## config.mk

```make
export PLATFORM = sky130hd
export DESIGN_NAME = filter_sequencer
export DESIGN_NICKNAME = d
export VERILOG_FILES = /design/src/rtl/filter_sequencer.sv
export SDC_FILE = /design/constraint.sdc
export NUM_CORES = 1
export LEC_CHECK = 0
export BUFFER_PORTS_ARGS = -buffer_cell sky130_fd_sc_hd__buf_2
export CAP_MARGIN = 10
export CORE_MARGIN = 3
export CORE_UTILIZATION = 46
export DETAILED_ROUTE_END_ITERATION = 10
export GPL_TIMING_DRIVEN = 0
export PLACE_DENSITY_LB_ADDON = 0.3
export SLEW_MARGIN = 30
export SYNTH_ARGS = -nofsm -noshare
export SYNTH_HDL_FRONTEND = slang
export SYNTH_SLANG_ARGS = --single-unit
```

## constraint.sdc

```tcl
create_clock -name clk -period 2.65 [get_ports clk]
set_input_delay 0 -clock clk [delete_from_list [all_inputs] [get_ports clk]]
set_output_delay 0 -clock clk [all_outputs]
set_load 0.03 [all_outputs]
```

## src/rtl/filter_sequencer.sv

```systemverilog
// filter_sequencer: steps filter_used through the active filter bank per window, collects MAC results into one packed beat.
// Optional build macro RELU_EN clamps negative results to zero at capture.
module filter_sequencer #(
  parameter int NUM_FILTERS = 4,
  parameter int ACC_W = 20,
  parameter int CNT_W = 16,
  localparam int SEL_W = $clog2(NUM_FILTERS),
  localparam int NW = $clog2(NUM_FILTERS + 1)
) (
  input  logic                         clk,
  input  logic                         rst,
  input  logic                         win_valid,
  output logic                         win_ready,
  input  logic [NW-1:0]                cfg_num_filters,
  output logic [SEL_W-1:0]             filter_used,
  output logic                         mac_start,
  input  logic                         mac_done,
  input  logic [ACC_W-1:0]             mac_result,
  output logic                         out_valid,
  input  logic                         out_ready,
  output logic [NUM_FILTERS*ACC_W-1:0] out_data,
  output logic [NUM_FILTERS-1:0]       out_mask,
  output logic                         busy,
  output logic                         proto_err,
  output logic [CNT_W-1:0]             win_count
);
  typedef enum logic [1:0] {IDLE, ISSUE, WAIT, OUTPUT} state_t;
  state_t state_q, state_d;
  logic [SEL_W-1:0] fu_q, fu_d;
  logic [NW-1:0] n_q, n_d;
  logic [NUM_FILTERS-1:0][ACC_W-1:0] data_q, data_d;
  logic [NUM_FILTERS-1:0] mask_q, mask_d;
  logic perr_q, perr_d;
  logic [CNT_W-1:0] cnt_q, cnt_d;
  logic [ACC_W-1:0] res;
  logic last;
`ifdef RELU_EN
  assign res = mac_result[ACC_W-1] ? '0 : mac_result;
`else
  assign res = mac_result;
`endif
  assign last = (NW'(fu_q) + NW'(1)) == n_q;
  always_comb begin
    state_d = state_q;
    fu_d = fu_q;
    n_d = n_q;
    data_d = data_q;
    mask_d = mask_q;
    perr_d = perr_q | (mac_done && state_q != WAIT);
    cnt_d = cnt_q;
    case (state_q)
      IDLE: if (win_valid) begin
        // zero or oversize counts mean "whole bank"
        n_d = (cfg_num_filters == '0 || cfg_num_filters > NW'(NUM_FILTERS)) ? NW'(NUM_FILTERS) : cfg_num_filters;
        data_d = '0;
        mask_d = '0;
        fu_d = '0;
        state_d = ISSUE;
      end
      ISSUE: state_d = WAIT;
      WAIT: if (mac_done) begin
        data_d[fu_q] = res;
        mask_d[fu_q] = 1'b1;
        fu_d = last ? fu_q : fu_q + 1'b1;
        state_d = last ? OUTPUT : ISSUE;
      end
      OUTPUT: if (out_ready) begin
        cnt_d = cnt_q + 1'b1;
        fu_d = '0;
        state_d = IDLE;
      end
      default: state_d = IDLE;
    endcase
  end
  always_ff @(posedge clk or posedge rst) begin
    if (rst) begin
      state_q <= IDLE;
      fu_q <= '0;
      n_q <= '0;
      data_q <= '0;
      mask_q <= '0;
      perr_q <= 1'b0;
      cnt_q <= '0;
    end else begin
      state_q <= state_d;
      fu_q <= fu_d;
      n_q <= n_d;
      data_q <= data_d;
      mask_q <= mask_d;
      perr_q <= perr_d;
      cnt_q <= cnt_d;
    end
  end
  assign win_ready = state_q == IDLE && !rst;
  assign busy = state_q != IDLE;
  assign mac_start = state_q == ISSUE;
  assign out_valid = state_q == OUTPUT;
  assign filter_used = fu_q;
  assign out_data = data_q;
  assign out_mask = mask_q;
  assign proto_err = perr_q;
  assign win_count = cnt_q;
endmodule

```

==> summary.txt <==
Yosys
  – Share of the synthesized area in the top cell type: 61.8%
  – Synth cell count leaders: 134 x sky130_fd_sc_hd__nand2_1, 108 x sky130_fd_sc_hd__dfrtp_1, 57 x sky130_fd_sc_hd__o21ai_1, 28 x sky130_fd_sc_hd__o21ai_0, 14 x sky130_fd_sc_hd__xnor2_1
  – Area of the mapped netlist: 0.00438 mm²
  – Number of nets produced by synthesis: 474
  – Unique masters post-synth: 29
  – Synthesized area per cell: 10.1 µm²
  – Leading post-synthesis cells by cell area: sky130_fd_sc_hd__dfrtp_1 62%, sky130_fd_sc_hd__nand2_1 11%, sky130_fd_sc_hd__o21ai_1 6.5%, sky130_fd_sc_hd__o21ai_0 3.2%, sky130_fd_sc_hd__ha_1 3.1%
  – Ys async rst share: 100%
  – Gate count of the mapped netlist: 435
  – Part of the Yosys area used for sequential elements: 61.8%
  – Yosys top cell by area: sky130_fd_sc_hd__dfrtp_1
  – Post-synthesis register bit count: 108
  – Most used flip-flop cell after synthesis: sky130_fd_sc_hd__dfrtp_1
  – Number of flops mapped to enable cells by yosys: 0
  – Most common cell in the synthesized netlist: sky130_fd_sc_hd__nand2_1
  – Total of warnings raised by yosys: 0

Hold path
  – WHS Path Cells: 4
  – Worst hold start: cfg_num_filters[2]
  – Worst min-delay path class: primary input to flop
  – Hold Crit Endpoint: n_q[2]

Timing
  – Highest clock rate: 0.469 GHz
  – Crit share post-route: 80.5%
  – Fin Setup TNS: 0 ns
  – Fin worst setup slack: 0.517 ns
  – Unrepaired setup endpoints after global routing: false
  – Number of pins with negative max-slew slack in the final report: 0
  – Final critical path time including I/O delays and setup: 2.13 ns
  – Total setup violations reported at the end of the flow: 0
  – Worst hold slack across all endpoints: 0.0291 ns
  – Pin slew with the least headroom to its limit: 0.627 ns
  – Setup clock skew after layout: 0.0140 ns
  – Number of hold-slack violations in the final timing report: 0
  – Headroom to the max-slew limit: 58.1%

Setup path
  – End of the worst register-to-register path: out_data[42]
  – Endpoint type of the worst setup path: flop
  – Maximum fanout along the worst path: 10
  – Max stage delay on crit path: 0.44 ns
  – Required time at the worst-slack endpoint: 2.93 ns
  – Origin of the critical flop-to-flop path: state_q[0]
  – Crit path kind: flop to flop
  – Critical path cell sequence: inv_1 -> ha_1 -> mux2i_1 -> a21o_1 -> clkbuf_1 -> nand2_1 -> o21ai_1
  – Slack of the worst reg-to-reg path: 0.52 ns
  – Reg2Reg Depth: 7
  – Type of element launching the critical path: flop
  – Critical path arrival: 2.42 ns
  – Worst path slowest cell: sky130_fd_sc_hd__clkbuf_1
  – Launching element of the worst setup path: state_q[0]

Final layout
  – Layout fillers: 741
  – Area of all placed cells without fillers: 0.00572 mm²
  – Final antenna diode count: 0
  – Final #Nets: 647
  – Layout overhead on the synthesized area: 30.7%
  – Proportion of layout cells with a drive suffix above 1: 27.6%
  – Non-filler instance count after layout: 739

Routing
  – WL/cell: 15.4 µm
  – DRC errors left: 0
  – Vias: 3774
  – Number of nets with antenna violations after routing: 0
  – DRT iter0 DRCs: 222
  – Post-detailed-routing wire length: 11.4 mm
  – Detail-routed via count per cell: 5.11
  – DR pass1 iterations: 4

Pwr
  – Leakage power: 2.93 nW
  – Power per cell area: 935 mW/mm²
  – IR Drop Worst-Case VDD: 613 µV

Global routing
  – Global-route total usage across every layer: 22.2%
  – Global route overflow: 0
  – Wire length of the first global-routing pass: 19.4 mm
  – Largest net degree at the start of global routing: 33
  – Via count of the first global-routing pass: 3859
  – Initial antenna violation count: 0

Flow run
  – Maximum capacitance violations: 0

Floorplan
  – Core area: 0.00898 mm²
  – Die area: 0.0107 mm²
  – Die H: 104 µm
  – Starting density of the core: 48.7%
  – Number of rows created at floorplan: 34
  – Die width: 104 µm
  – Number of ports placed on the die boundary: 135

Outcome
  – Outcome: complete, no violations

Clocking
  – Number of gates resized after CTS: 0
  – Number of buffers added by the clock tree synthesis step: 9
  – Cell at the root of the clock tree: sky130_fd_sc_hd__clkbuf_8
  – Clock Tree Buf Depth: 2
  – Sinks on Clock Net: 108
  – Number of levels in the clock H-tree: 3
  – Clock tree from TritonCTS: done
  – Clock latency of the later-clocked register in the worst-skew pair: 0.37 ns
  – Clock transition time at the flip-flop clock pins of the worst setup and hold paths: 0.10 ns

Placement
  – Port Buffers: 134
  – Setup slack at placement: 0.562 ns
  – Standard cell area after detailed placement: 0.00528 mm²
  – Placed cell count: 698
  – Post-detailed-placement half-perimeter wirelength: 8.31 mm
  – Routability congestion estimate from global placement: 0.812
## final cells by class
| cell class | instances | area (µm²) | area share [%] |
|---|---|---|---|
| multi-input cells | 296 | 1540 | 27.0 |
| clock buffers | 11 | 131 | 2.30 |
| repair buffers | 162 | 988 | 17.3 |
| inverters | 12 | 48.8 | 0.854 |
| flip-flops and latches | 108 | 2700 | 47.3 |
| well taps | 126 | 158 | 2.76 |
| plain buffers | 19 | 83.8 | 1.47 |
| clock inverters | 5 | 60.1 | 1.05 |
## metal layers
metal	GRT usage, %	wire, µm	vias up
li1	-	-	1780
met1	29.5	4830	1844
met2	36.4	5580	131
met3	5.10	793	19
met4	7.22	197	0
met5	0	0	-
## critical path, delay by kind of cell (launching register included)
kind | cells | cell delay (ns)
flops | 1 | 0.43
compound gates | 2 | 0.24
simple gates | 1 | 0.13
buf+inv | 2 | 0.58
fa+ha+maj | 1 | 0.24
mux | 1 | 0.42
## stage by stage
step                      total power [W]  utilization (%)
after floorplan                   0.00364                -
final                             0.00535             63.7
after CTS                         0.00537             63.7
after global routing              0.00569             63.7
after detailed placement          0.00437             58.8
after global placement            0.00428             58.0
## kinds of logic (layout without fill, tap and decap cells)
family                   count (synthesis)  after routing  share of synthesized area, %
XOR/XNOR                                18             18                          3.60
AO/OA/AOI/OAI                          102            102                          12.5
AND/OR/NAND/NOR                        163            163                          15.6
flip-flops                             108            108                          61.8
adder cells (fa/ha/maj)                 11             11                          3.15
multiplexers                             2              2                         0.486
buffers and inverters                   31            209                          2.95
## power breakdown
part,switching (W),internal (W)
registers,0.000195,0.00193
clock network,0.000548,0.000442
logic,0.00162,0.000609
total,0.00237,0.00298
## worst max-delay path by stage
stage | cells past startpoint | end
3_3_place_gp | 7 | out_data[48]
4_1_cts | 7 | out_data[42]
2_1_floorplan | 5 | filter_used[1]
5_1_grt | 7 | out_data[42]
3_5_place_dp | 7 | out_data[42]
6_report | 7 | out_data[42]
## cell usage in the layout, fill, tap and decap left out, types with 2 or more instances in the layout
master,n
sky130_fd_sc_hd__or2_2,2
sky130_fd_sc_hd__o21ai_0,28
sky130_fd_sc_hd__inv_1,11
sky130_fd_sc_hd__a21oi_1,6
sky130_fd_sc_hd__and2_1,3
sky130_fd_sc_hd__clkbuf_1,11
sky130_fd_sc_hd__nand3_1,7
sky130_fd_sc_hd__xnor2_1,14
sky130_fd_sc_hd__a21o_1,5
sky130_fd_sc_hd__nor2_1,4
sky130_fd_sc_hd__a31oi_1,2
sky130_fd_sc_hd__nor2b_1,3
sky130_fd_sc_hd__nand2_1,134
sky130_fd_sc_hd__nand4_1,2
sky130_fd_sc_hd__buf_2,144
sky130_fd_sc_hd__buf_12,2
sky130_fd_sc_hd__nand2b_1,2
sky130_fd_sc_hd__ha_1,11
sky130_fd_sc_hd__dlygate4sd3_1,25
sky130_fd_sc_hd__o21ai_1,57
sky130_fd_sc_hd__nor3_2,2
sky130_fd_sc_hd__and4_1,3
sky130_fd_sc_hd__clkbuf_8,9
sky130_fd_sc_hd__clkinvlp_4,2
sky130_fd_sc_hd__dfrtp_1,108
sky130_fd_sc_hd__xor2_1,4
## state kept, by name, indices dropped and copies added, names as in the netlist
name         cells
filter_used      2
n_q              3
out_data        80
out_mask         4
proto_err        1
state_q          2
win_count       16
## what timing repair did
action | CTS | global route
setup endpoints to repair | 0 | 0
hold buffers | 25 | 0
hold endpoints to repair | 103 | 0
setup buffers | 0 | 0
Note: power is estimated with default switching activity, not from simulation.
